File: config.mk
export PLATFORM = sky130hd
export DESIGN_NAME = tdm_demux4
export DESIGN_NICKNAME = d
export VERILOG_FILES = /design/src/rtl/tdm_demux4.sv
export SDC_FILE = /design/constraint.sdc
export NUM_CORES = 1
export LEC_CHECK = 0
export CORE_MARGIN = 2
export CORE_UTILIZATION = 57
export DETAILED_ROUTE_END_ITERATION = 8
export PLACE_DENSITY_LB_ADDON = 0.15
export SYNTH_ARGS = -nofsm -noshare
export SYNTH_HDL_FRONTEND = slang
export SYNTH_SLANG_ARGS = --single-unit
export TNS_END_PERCENT = 100
File: constraint.sdc
create_clock -name clk -period 3.1 [get_ports clk]
set_clock_uncertainty 0.1 [all_clocks]
set_input_delay 0.465 -clock clk [delete_from_list [all_inputs] [get_ports clk]]
set_output_delay 0.465 -clock clk [all_outputs]
set_load 0.05 [all_outputs]
File: src/rtl/tdm_demux4.sv
// ---------------------------------------------------------------------------
// tdm_demux4 - receive end of a 4-channel time-division serial link.
//
// Serial bits arrive one slot at a time in channel order a, b, c, d
// (slot index 0..3).  The block locks to a sync marker that flags
// channel a / frame 0.  It places each bit into its channel word at
// position bitcnt, so bit k of every word arrives in frame k (LSB first).
// When a full word period completes, it presents all four words at once.
//
// Ports:
//   clk        rising-edge clock
//   rst        synchronous active-high reset
//   bit_en     din/sync are meaningful this cycle; counters advance only then
//   din        serial TDM data bit
//   sync       word-start marker (qualified by bit_en)
//   ch_a..ch_d last completed word per channel, held until the next word
//   out_valid  one-cycle pulse when ch_a..ch_d update
//   locked     high while the FSM is in LOCKED (direct view of the state)
//   sync_err   one-cycle pulse on a misplaced or missing sync
//
// Handshake: there is no back-pressure.  A bit is consumed on every clock
// edge where bit_en is high, and out_valid is a single-cycle strobe that the
// consumer must take when it sees it.
// ---------------------------------------------------------------------------
module tdm_demux4 #(
    parameter int DATA_W = 8
) (
    input  logic              clk,
    input  logic              rst,
    input  logic              bit_en,
    input  logic              din,
    input  logic              sync,
    output logic [DATA_W-1:0] ch_a,
    output logic [DATA_W-1:0] ch_b,
    output logic [DATA_W-1:0] ch_c,
    output logic [DATA_W-1:0] ch_d,
    output logic              out_valid,
    output logic              locked,
    output logic              sync_err
);

    localparam int BC_W = (DATA_W > 1) ? $clog2(DATA_W) : 1;
    localparam logic [BC_W-1:0] LAST_BIT = BC_W'(DATA_W - 1);

    typedef enum logic {
        HUNT   = 1'b0,
        LOCKED = 1'b1
    } state_t;

    state_t            state_q, state_nxt;
    logic [1:0]        slot_q, slot_nxt;
    logic [BC_W-1:0]   bitcnt_q, bitcnt_nxt;
    logic [DATA_W-1:0] sr_q     [4];
    logic [DATA_W-1:0] sr_nxt   [4];
    logic [DATA_W-1:0] hold_nxt [4];
    logic              out_valid_nxt;
    logic              sync_err_nxt;

    logic              at_word_start;
    logic              at_word_end;
    logic              take_new;   // this bit starts a fresh word as channel a bit 0
    logic              take_bit;   // this bit is an ordinary data bit

    assign at_word_start = (slot_q == 2'd0) && (bitcnt_q == '0);
    assign at_word_end   = (slot_q == 2'd3) && (bitcnt_q == LAST_BIT);

    // The FSM has only two states, so locked is the state register itself.
    assign locked = (state_q == LOCKED);

    // ------------------------------------------------------------------
    // Next-state / datapath logic
    // ------------------------------------------------------------------
    always_comb begin
        state_nxt     = state_q;
        slot_nxt      = slot_q;
        bitcnt_nxt    = bitcnt_q;
        out_valid_nxt = 1'b0;
        sync_err_nxt  = 1'b0;
        take_new      = 1'b0;
        take_bit      = 1'b0;
        for (int i = 0; i < 4; i++) begin
            sr_nxt[i] = sr_q[i];
        end
        hold_nxt[0] = ch_a;
        hold_nxt[1] = ch_b;
        hold_nxt[2] = ch_c;
        hold_nxt[3] = ch_d;

        case (state_q)
            HUNT: begin
                if (bit_en && sync) begin
                    take_new = 1'b1;
                end
            end
            LOCKED: begin
                if (bit_en) begin
                    if (at_word_start) begin
                        if (sync) begin
                            take_new = 1'b1;
                        end else begin
                            // Missing sync: drop the bit and re-acquire.
                            // slot/bitcnt are already 0 here.
                            sync_err_nxt = 1'b1;
                            state_nxt    = HUNT;
                        end
                    end else if (sync) begin
                        // Misplaced sync: trust the marker and restart on it.
                        sync_err_nxt = 1'b1;
                        take_new     = 1'b1;
                    end else begin
                        take_bit = 1'b1;
                    end
                end
            end
            default: begin
                state_nxt = HUNT;
            end
        endcase

        if (take_new) begin
            // Clearing every channel discards any partial word.
            for (int i = 0; i < 4; i++) begin
                sr_nxt[i] = '0;
            end
            sr_nxt[0][0] = din;
            slot_nxt     = 2'd1;
            bitcnt_nxt   = '0;
            state_nxt    = LOCKED;
        end

        if (take_bit) begin
            sr_nxt[slot_q][bitcnt_q] = din;
            slot_nxt = slot_q + 2'd1;
            if (slot_q == 2'd3) begin
                bitcnt_nxt = (bitcnt_q == LAST_BIT) ? '0 : bitcnt_q + 1'b1;
            end
            if (at_word_end) begin
                // Load from sr_nxt so channel d's final bit is included.
                out_valid_nxt = 1'b1;
                for (int i = 0; i < 4; i++) begin
                    hold_nxt[i] = sr_nxt[i];
                end
            end
        end
    end

    // ------------------------------------------------------------------
    // Registers
    // ------------------------------------------------------------------
    always_ff @(posedge clk) begin
        if (rst) begin
            state_q   <= HUNT;
            slot_q    <= 2'd0;
            bitcnt_q  <= '0;
            for (int i = 0; i < 4; i++) begin
                sr_q[i] <= '0;
            end
            ch_a      <= '0;
            ch_b      <= '0;
            ch_c      <= '0;
            ch_d      <= '0;
            out_valid <= 1'b0;
            sync_err  <= 1'b0;
        end else begin
            state_q   <= state_nxt;
            slot_q    <= slot_nxt;
            bitcnt_q  <= bitcnt_nxt;
            for (int i = 0; i < 4; i++) begin
                sr_q[i] <= sr_nxt[i];
            end
            ch_a      <= hold_nxt[0];
            ch_b      <= hold_nxt[1];
            ch_c      <= hold_nxt[2];
            ch_d      <= hold_nxt[3];
            out_valid <= out_valid_nxt;
            sync_err  <= sync_err_nxt;
        end
    end

endmodule

## Word level (Yosys, flattened, before mapping)

Memories as Yosys holds them, arrays and structs flattened.
Index checks and enable logic that the tools add are counted.
W data, S select, Z words.

- Logic and storage cells: 71
- Memories kept: 1
- Bits in latches: 0
- Memory bits (writable): 32
- Output and inout bits: 35
- Register bits after elaboration: 40
- ROM bits: 0

Memories:

| name | depth | bits a word | rd ports | clocked after Yosys merged registers in | wr ports | RTL line | source |
|---|---|---|---|---|---|---|---|
| sr_q | 4 | 8 | 4 | 0 | 4 | 53 | `logic [DATA_W-1:0] sr_q [4];` |

- Equal/unequal tests: 2
- Bitwise gates (word level): 8
- Reductions and logical operators: 11
- Shift operators: 0
- Mux-type cells: 34
- Div/mod/pow operators: 0
- Order comparisons: 4
- Multipliers: 0
- $add $sub $neg: 2

Operators with widths:

| kind | count |
|---|---|
| $mux W32 | 2 |
| $mux W8 | 5 |
| $bwmux W32 | 1 |
| $mux W1 | 17 |
| $demux W8 S2 | 1 |
| $mux W3 | 4 |
| $logic_and A1 B1 Y1 | 5 |
| $lt A3 B4 Y1 const B | 1 |
| $mux W2 | 2 |
| $or A1 B1 Y1 | 4 |
| $add A3 B1 Y3 const B | 1 |
| $demux W1 S3 | 1 |
| $eq A3 B3 Y1 const B | 1 |
| $ge A3 B1 Y1 const B | 1 |
| $ge A3 B3 Y1 const B | 1 |
| $logic_not A3 Y1 | 1 |
| $lt A3 B1 Y1 const B | 1 |
| $not A1 Y1 | 3 |
| $not A2 Y3 | 1 |
| $reduce_or A3 Y1 | 1 |
| $add A2 B1 Y2 const B | 1 |
| $eq A2 B2 Y1 const B | 1 |
| $logic_not A2 Y1 | 1 |
| $pmux W1 S2 | 1 |
| 3 further kinds | 3 |

## Longest topological paths before layout

Gate-level depths: netlist of run 1.

- Depth in word-level cells: 9
- Depth in mapped cells: 14
- Mapped depth without buffers: 9

## Worst setup path before layout of run 1

Ideal clock, no wire load.

- Kind: register to register
- From: register slot_q[0]
- To: register ch_c[0]
- Cell stages (with the launch flop): 15
- Slack: 623 ps
- Required time: 2909 ps
- Buffers on the path: 5
- Period minus slack after synthesis: 2477 ps
- Arrival: 2286 ps
- Cells stage by stage: dfxtp_1 > inv_1 > ha_1 > buf_2 > nor2b_1 > clkbuf_1 > and2_1 > inv_1 > ha_1 > and3_1 > buf_2 > and2_1 > buf_2 > buf_6 > a311oi_1

- Word-level cells in the longest chain between the ends: 6
- Elaborated cells between the ends (all ways): 15
- Those cells by class: 2 x order compare; 1 x eq/ne; 6 x mux; 1 x bitwise; 5 x reduce/logical

RTL lines:

| element | RTL line | source |
|---|---|---|
| from (decl) | 51 | `logic [1:0] slot_q, slot_nxt;` |
| from (signal assigned) | 166 | `slot_q <= slot_nxt;` |
| $not A2 Y3 (implied by the code) / $logic_not A2 Y1 (equally long branches) | 132, 64 |  |
| $ge A3 B3 Y1 (implied by the code) (tied with other cells) | 132 | `sr_nxt[slot_q][bitcnt_q] = din;` |
| $logic_and A1 B1 Y1 (implied by the code) / $mux W1 (equally long branches) | 132, 97 |  |
| $mux W8 (implied by the code) / $mux W1 (equally long branches) | 132, 96 |  |
| $demux W8 S2 / $mux W1 (equally long branches) | 132, 89 |  |
| $bwmux W32 / $reduce_and A2 Y1 (equally long branches) | -- |  |
| to (signal assigned) | 173 | `ch_c <= hold_nxt[2];` |
| to (decl) | 35 | `output logic [DATA_W-1:0] ch_c,` |

Parallel ways exist; a longest one is shown, timed or not.
A chain may end at the register's enable or synchronous reset.

## Worst setup path after layout of run 1

- From: register slot_q[0]
- To: register ch_c[6]

Same word-level chain as after synthesis.

==> impl_metrics.yaml, run 1 <==
synth:
  ys_top_cells_by_area: "dfxtp_1 (38%), a21oi_1 (6.3%), nand4_1 (5.4%)"
  synth_common_cells: "dfxtp_1 (72), a21oi_1 (48), nand4_1 (33)"
  synth_area_um2: 3790
  synth_cell_types: 34
  yosysTopAreaCellShare_pct: 38.0
  syn-num-nets: 437
  synth_edf_count: 0
  synthFlopType: "dfxtp_1"
  yosysTopAreaCell: "dfxtp_1"
  yosys_warnings: 0
  synth_cells: 423
  ys_seq_area_share_pct: 38.0
  async_flop_share_pct: 0
  ys_ff_latch: 72
  syn_avg_cell_area_um2: 8.97
  synth_most_common_cell: "dfxtp_1"
die:
  die_w_um: 85.6
  die_h_um: 85.6
  initial_core_util_pct: 59.4
  rows: 29
  ios: 40
  dieArea_um2: 7320
  core_um2: 6390
global_routing:
  grt_max_degree: 51
  grt_pass1_vias: 3281
  grtUsageTotal_pct: 28.8
  grt_first_pass_wirelength_um: 16700
  antenna_found_initial: 0
  grt_overflow: 0
timing:
  relSlewSlack_pct: 49.4
  tightest_slew_ns: 0.759
  period_needed_ns: 2.58
  post-route-period-util_pct: 83.1
  slew_violations: 0
  setup_tns_ns: 0
  final-setup-viol-count: 0
  fin_hold_ws_ns: 0.387
  hold_viol: 0
  rsz0062_at_grt: "no"
  max_freq_ghz: 0.388
cts:
  cts_made_buffers: 9
  postCtsResizedCells: 0
  clock_latency_ns: 0.35
  cts_setup_buffers: 0
  htreeDepth: 3
  clkSlewWorstSetupHoldPaths_ns: 0.08
  clock_tree.buffer_depth: 2
  cts.sink_count: 72
  cts_tree: "done"
  root_buffer: "clkbuf_8"
  cts_hold_buf: 0
detailed_routing:
  remaining_drc_errors: 0
  wl_per_cell_um: 19.7
  drt_pre_antenna_iters: 5
  drtIter0Drc: 301
  wl_um: 10100
  vias: 3549
  avgViaCountPerCell: 6.92
  ant_nets: 0
placed_design:
  gp_congestion: 0.843
  port_buffers: 39
  dp_hpwl_um: 6360
  dpl_cell_area_um2: 4130
worst_hold_path:
  hold_class: "reg2reg"
  min_to: "sr_q[2][3]"
  min_path_cells: 2
  min_from: "sr_q[2][3]"
critical_path:
  required_ns: 3.25
  critPathCaptureType: "flop"
  crit_path_max_fanout: 23
  cp-startpoint: "slot_q[0]"
  crit_slowest_cell: "ha_1"
  arrival_ns: 2.73
  r2r_slack_ns: 0.52
  rr_worst_depth: 10
  crit_path_max_incr_delay_ns: 0.35
  r2r_start: "slot_q[0]"
  startpoint_type: "flop"
  crit_chain: "inv_1 -> ha_1 -> nor2b_1 -> and2_1 -> inv_1 -> ha_1 -> and3_2 -> and2_1 -> buf_4 -> a311oi_1"
  r2r_end: "ch_c[6]"
  critical_path_class: "reg2reg"
power:
  ir_drop_mv: 0.277
  power.density_nw_per_um2: 449
  cellLeakagePower_uw: 0.00132
job:
  cap_violations: 0
cells_and_area:
  design_area_um2: 4380
  layout-drive-gt1-share_pct: 11.0
  area_growth_pct: 15.5
  finalNetCount: 445
  diodes: 0
status:
  status: "finished, final reports clean"
cells in the final DEF (no fill, tap or decap), drive strengths merged, types with 11 or more instances in the layout:
| cell | instances |
|---|---|
| nand3 | 26 |
| clkbuf | 11 |
| mux2i | 20 |
| nor3 | 13 |
| o311ai | 20 |
| nand3b | 19 |
| buf | 20 |
| dfxtp | 72 |
| a21oi | 48 |
| nand4 | 33 |
| a311oi | 31 |
| clkdlybuf4s50 | 38 |
| o211ai | 25 |
routing by layer:
metal | GRT usage [%] | vias to the layer above | share of wire (%)
met3 | 4.62 | 38 | 6.1
li1 | - | 1649 | -
met5 | 0 | - | 0
met2 | 45.5 | 136 | 48
met1 | 38.5 | 1726 | 43
met4 | 14.0 | 0 | 3.2
through the flow:
step / power (uW) / std cells / setup WS [ns] / util [%]
CTS: 1970 / 513 / 0.537 / 68.6
finish: 1970 / 513 / 0.523 / 68.6
global route: 2010 / 513 / 0.376 / 68.6
floorplan: 1020 / 423 / 0.623 / -
global placement: 1050 / 497 / 0.707 / 64.6
detailed placement: 1050 / 497 / 0.608 / 64.6
logic make-up (layout without fill, tap and decap cells):
family	Yosys count	count (layout)	share of synthesized area, %
AOI/OAI and AO/OA	128	128	25.2
and+or+nand+nor	126	126	19.8
DFF	72	72	38.0
buffers and inverters	68	81	8.74
muxes	20	20	5.28
adders and majority gates	9	9	2.97
sequential cells by signal, indices dropped and copies added (netlist names):
| name | flops |
|---|---|
| ch_c | 8 |
| sr_q | 32 |
| ch_a | 8 |
| ch_d | 8 |
| out_valid | 1 |
| bitcnt_q | 3 |
| ch_b | 8 |
| slot_q | 2 |
| sync_err | 1 |
| locked | 1 |
critical path: cells and delay by family, from the launching register on:
| kind | cells | cell delay, ns |
|---|---|---|
| AOI/OAI and AO/OA | 1 | 0.26 |
| adders and majority gates | 2 | 0.56 |
| buffers and inverters | 3 | 0.40 |
| DFF | 1 | 0.34 |
| and+or+nand+nor | 4 | 0.82 |
how the worst max path moves through the flow:
| stage | endpoint | slack (ns) | cells after the start |
|---|---|---|---|
| global placement | ch_d[2] | 0.71 | 9 |
| detailed placement | ch_c[0] | 0.61 | 10 |
| global route | ch_d[0] | 0.38 | 9 |
| finish | ch_c[6] | 0.52 | 10 |
| floorplan | ch_c[0] | 0.62 | 14 |
| CTS | ch_c[6] | 0.54 | 10 |
area by class of cell:
type                       instances  area (um^2)
inverter                           7         26.3
multi-input combinational        283         2020
fill                             522         2000
clock buffer                      11          151
timing repair buffer              58          541
sequential                        72         1440
clock inverter                     5          103
tap                               77         96.3
where the power goes:
part | leakage, uW | internal, uW | switching (uW) | total (uW)
clock | 0.000126 | 577 | 358 | 935
combinational | 0.000612 | 29.0 | 72.9 | 102
sequential | 0.000580 | 927 | 2.56 | 929
(Power assumes the default switching activity.)
==> run 2, diff against run 1 <==
Clock period 3.1 ns to 2.43 ns, I/O delays scaled along.
==> run 2 against run 1 <==
Power rose by 17%. Final cell count up 0.39%. Critical endpoint is now ch_d[7]. Fmax grew 14%. Clock power is 3.7% higher. Count of clock-buffer cells in the layout increased by 2. Sequential power grew 28%.
==> impl_metrics.yaml, run 2 (same netlist as run 1, synthesis figures left out) <==
worst_hold_path:
  hold_class: "in2reg"
die:
  die_h_um: 85.6
  dieArea_um2: 7320
  rows: 29
  die_w_um: 85.6
  core_um2: 6390
  initial_core_util_pct: 59.4
  ios: 40
placed_design:
  dpl_cell_area_um2: 4180
  port_buffers: 39
  dp_slack_ns: 0.0767
  gp_congestion: 0.840
  dp_hpwl_um: 5900
detailed_routing:
  wl_um: 10200
  avgViaCountPerCell: 6.90
  remaining_drc_errors: 0
  wl_per_cell_um: 19.7
  ant_nets: 0
  drt_pre_antenna_iters: 5
  vias: 3555
  drtIter0Drc: 345
cts:
  clkSlewWorstSetupHoldPaths_ns: 0.07
  cts_made_buffers: 9
  cts_tree: "done"
  clock_latency_ns: 0.34
  cts_hold_buf: 0
  cts.sink_count: 72
  root_buffer: "clkbuf_8"
  clock_tree.buffer_depth: 2
  htreeDepth: 3
global_routing:
  grt_pass1_vias: 3394
  grt_overflow: 0
  grt_first_pass_wirelength_um: 16700
  grt_max_degree: 69
  grtUsageTotal_pct: 28.2
  antenna_found_initial: 0
power:
  ir_drop_mv: 0.427
  power.density_nw_per_um2: 519
  p_total_uw: 2290
  cellLeakagePower_uw: 0.00133
job:
  cap_violations: 0
timing:
  relSlewSlack_pct: 48.7
  tightest_slew_ns: 0.770
  period_needed_ns: 2.26
  post-route-period-util_pct: 93.1
  setup_ws_ns: 0.168
  max_freq_ghz: 0.442
  rsz0062_at_grt: "no"
  setup_tns_ns: 0
  final-setup-viol-count: 0
  hold_viol: 0
  slew_violations: 0
cells_and_area:
  design_area_um2: 4420
  register_area_um2: 1440
  layout-drive-gt1-share_pct: 11.2
  area_growth_pct: 16.5
  final_util_pct: 69.2
  final_common_cell: "dfxtp_1"
  layout_common_cells: "dfxtp_1 (71), a21oi_1 (48), clkdlybuf4s50_1 (38)"
  multiInputGateArea_um2: 2030
  finalNetCount: 447
  regMostFlops: "sr_q"
  fillCellCount: 509
  largest_reg_flops: 32
  diodes: 0
critical_path:
  crit_path_max_fanout: 15
  critical_path_class: "reg2reg"
  startpoint_type: "flop"
  critPathCaptureType: "flop"
  arrival_ns: 2.38
  required_ns: 2.55
status:
  status: "finished, final reports clean"
-- run 2: changes by cell type in the layout (fill, tap and decap cells not counted) --
cell,previous run,this run
and3_2,1,0
and3_4,0,1
buf_12,1,5
buf_4,18,14
buf_6,0,1
bufinv_16,3,1
clkbuf_1,0,2
clkbuf_16,0,1
clkinv_2,1,2
clkinvlp_4,1,0
dfxtp_1,72,71
dfxtp_2,0,1
-- run 2: final cells by class --
type,count,share of cell area (%)
repair buffers,60,14.2
well taps,77,2.18
flip-flops and latches,72,32.7
multi-input cells,283,45.9
clock buffers,13,3.60
inverters,7,0.595
clock inverters,3,0.906
-- run 2: worst max-delay path, cell delays in order (launching register included) --
cell and delay, ns:
dfxtp_1 0.37, inv_1 0.08, ha_1 0.20, nor2b_1 0.15, and2_1 0.17, inv_1 0.06
ha_1 0.20, and3_4 0.28, and2_1 0.18, buf_4 0.22, a311oi_1 0.12
-- run 2: worst paths after layout --
check | startpoint | end | slack [ns] | cells after the start
worst max-delay path | slot_q[1] | ch_d[7] | 0.17 | 10
worst min-delay path | rst | out_valid | 0.31 | 2
worst max register to register | slot_q[1] | ch_d[7] | 0.17 | 10
worst min register to register | slot_q[0] | slot_q[0] | 0.38 | 1
-- run 2: timing repair --
action,CTS,global route
setup endpoints to repair,0,42
buffers inserted,0,1
gates resized for setup,0,3
-- run 2: layer usage --
layer	up-vias	global-route usage (%)	routed length, um
li1	1655	-	-
met1	1730	37.4	4260
met2	149	45.7	5010
met3	21	4.52	642
met4	0	11.8	242
met5	-	0	0
-- run 2: power breakdown --
part           internal, uW  total, uW  switching (uW)
logic                  43.8        137            93.7
registers              1180       1190            3.68
clock network           528        970             442
total                  1750       2290             539
-- run 2: through the flow --
| stage | hold slack (ns) | std cells |
|---|---|---|
| 2_1_floorplan | 0.357 | 423 |
| 3_3_place_gp | 0.363 | 497 |
| 5_1_grt | 0.356 | 515 |
| 6_report | 0.311 | 515 |
| 4_1_cts | 0.301 | 513 |
| 3_5_place_dp | 0.372 | 497 |
==> run 3, diff against run 2 <==
Settings changed: PLACE_DENSITY set to 0.8, PLACE_DENSITY_LB_ADDON 0.15 to unset.
==> run 3 against run 2 <==
Count of clock-buffer cells in the layout is 1 lower. Sequential power hardly changed. Fmax is 0.49% higher. Die area stayed put. First-iteration DRC count is 19% higher. Via count is 0.42% higher. Clock power is 11% higher. Core utilization rose by 0.55 points. Critical path type unchanged.
==> impl_metrics.yaml, run 3 (same netlist as run 1, synthesis figures left out) <==
global_routing:
  grtUsageTotal_pct: 27.8
  antenna_found_initial: 0
  grt_first_pass_wirelength_um: 16400
  grt_pass1_vias: 3201
  grt_max_degree: 58
  grt_overflow: 0
timing:
  slew_violations: 0
  setup_tns_ns: 0
  relSlewSlack_pct: 47.7
  final-setup-viol-count: 0
  period_needed_ns: 2.25
  max_freq_ghz: 0.444
  hold_viol: 0
  post-route-period-util_pct: 92.6
  tightest_slew_ns: 0.784
  rsz0062_at_grt: "no"
  fin_hold_ws_ns: 0.362
detailed_routing:
  drt_pre_antenna_iters: 5
  wl_um: 10100
  ant_nets: 0
  remaining_drc_errors: 0
  vias: 3570
  drtIter0Drc: 409
  avgViaCountPerCell: 6.91
  wl_per_cell_um: 19.6
critical_path:
  critPathCaptureType: "flop"
  critical_path_class: "reg2reg"
  startpoint_type: "flop"
  crit_buf_inv: 3
  arrival_ns: 2.41
  required_ns: 2.59
  crit_path_max_fanout: 29
  crit_chain: "inv_1 -> ha_1 -> nor2b_1 -> and2_1 -> inv_1 -> ha_1 -> and3_4 -> buf_12 -> a21oi_1 -> a311oi_1"
  crit_slowest_cell: "dfxtp_1"
  crit_family: "simple AND/OR/NAND/NOR gates"
  crit_path_max_incr_delay_ns: 0.38
placed_design:
  port_buffers: 39
  dpl_cell_area_um2: 4190
  dp_hpwl_um: 6090
  dp.cells: 500
  gp_congestion: 0.840
cells_and_area:
  diodes: 0
  final_common_cell: "dfxtp_1"
  finalNetCount: 449
  layout_common_cells: "dfxtp_1 (71), a21oi_1 (48), clkdlybuf4s50_1 (38)"
  design_area_um2: 4450
  area_growth_pct: 17.4
  regMostFlops: "sr_q"
  largest_reg_flops: 32
  layout-drive-gt1-share_pct: 11.6
  instances_no_fill: 517
cts:
  clkSlewWorstSetupHoldPaths_ns: 0.08
  cts.sink_count: 72
  htreeDepth: 3
  cts_tree: "done"
  clock_latency_ns: 0.36
  clock_tree.buffer_depth: 2
  root_buffer: "clkbuf_8"
  cts_setup_buffers: 0
  cts_made_buffers: 9
die:
  die_w_um: 85.6
  ios: 40
  initial_core_util_pct: 59.4
  rows: 29
  core_um2: 6390
  dieArea_um2: 7320
  die_h_um: 85.6
worst_hold_path:
  hold_class: "reg2reg"
power:
  cellLeakagePower_uw: 0.00135
  power.density_nw_per_um2: 540
  ir_drop_mv: 0.330
job:
  cap_violations: 0
status:
  status: "finished, final reports clean"
-- run 3: report_power, final --
part | switching, uW | leakage (uW) | internal (uW)
Sequential | 3.71 | 0.000580 | 1180
Combinational | 94.7 | 0.000657 | 44.1
Clock | 470 | 0.000111 | 611
Total | 568 | 0.00135 | 1840
-- run 3: layout make-up --
type                    instances  area, um^2
clock buffers                  12         145
clock inverters                 4        77.6
fillers                       481        1930
inverters                       7        26.3
multi-input cells             283        2030
flip-flops and latches         72        1440
well taps                      77        96.3
repair buffers                 62         638
-- run 3: path summary, 6_finish.rpt --
| path | start | cells past startpoint | slack, ns | endpoint |
|---|---|---|---|---|
| hold reg to reg | slot_q[0] | 1 | 0.36 | slot_q[0] |
| setup reg to reg | slot_q[1] | 10 | 0.18 | ch_a[5] |
| setup / recovery | slot_q[1] | 10 | 0.18 | ch_a[5] |
| hold / removal | slot_q[0] | 1 | 0.36 | slot_q[0] |
-- run 3: per-layer routing --
metal,GRT usage (%),share of wire (%),wire length [um],vias up
met1,39.0,42,4260,1706
met3,4.72,8.3,840,12
li1,-,-,-,1669
met4,8.80,1.5,149,0
met2,43.9,48,4880,183
met5,0,0,0,-
-- run 3: metrics by stage --
stage          utilization (%)  power, uW  worst slack (ns)
6_report                  69.7       2410             0.179
3_3_place_gp              65.6       1350             0.191
5_1_grt                   69.7       2470            0.0261
3_5_place_dp              65.6       1350            0.0776
4_1_cts                   69.1       2400            0.0346
2_1_floorplan                -       1300            0.0310
-- run 3: repair_timing --
action                                 4_1_cts  5_1_grt
hold buffers                                 0        0
setup endpoints to repair                    0       38
resized for setup                            0        6
endpoints found under the hold margin        0        0
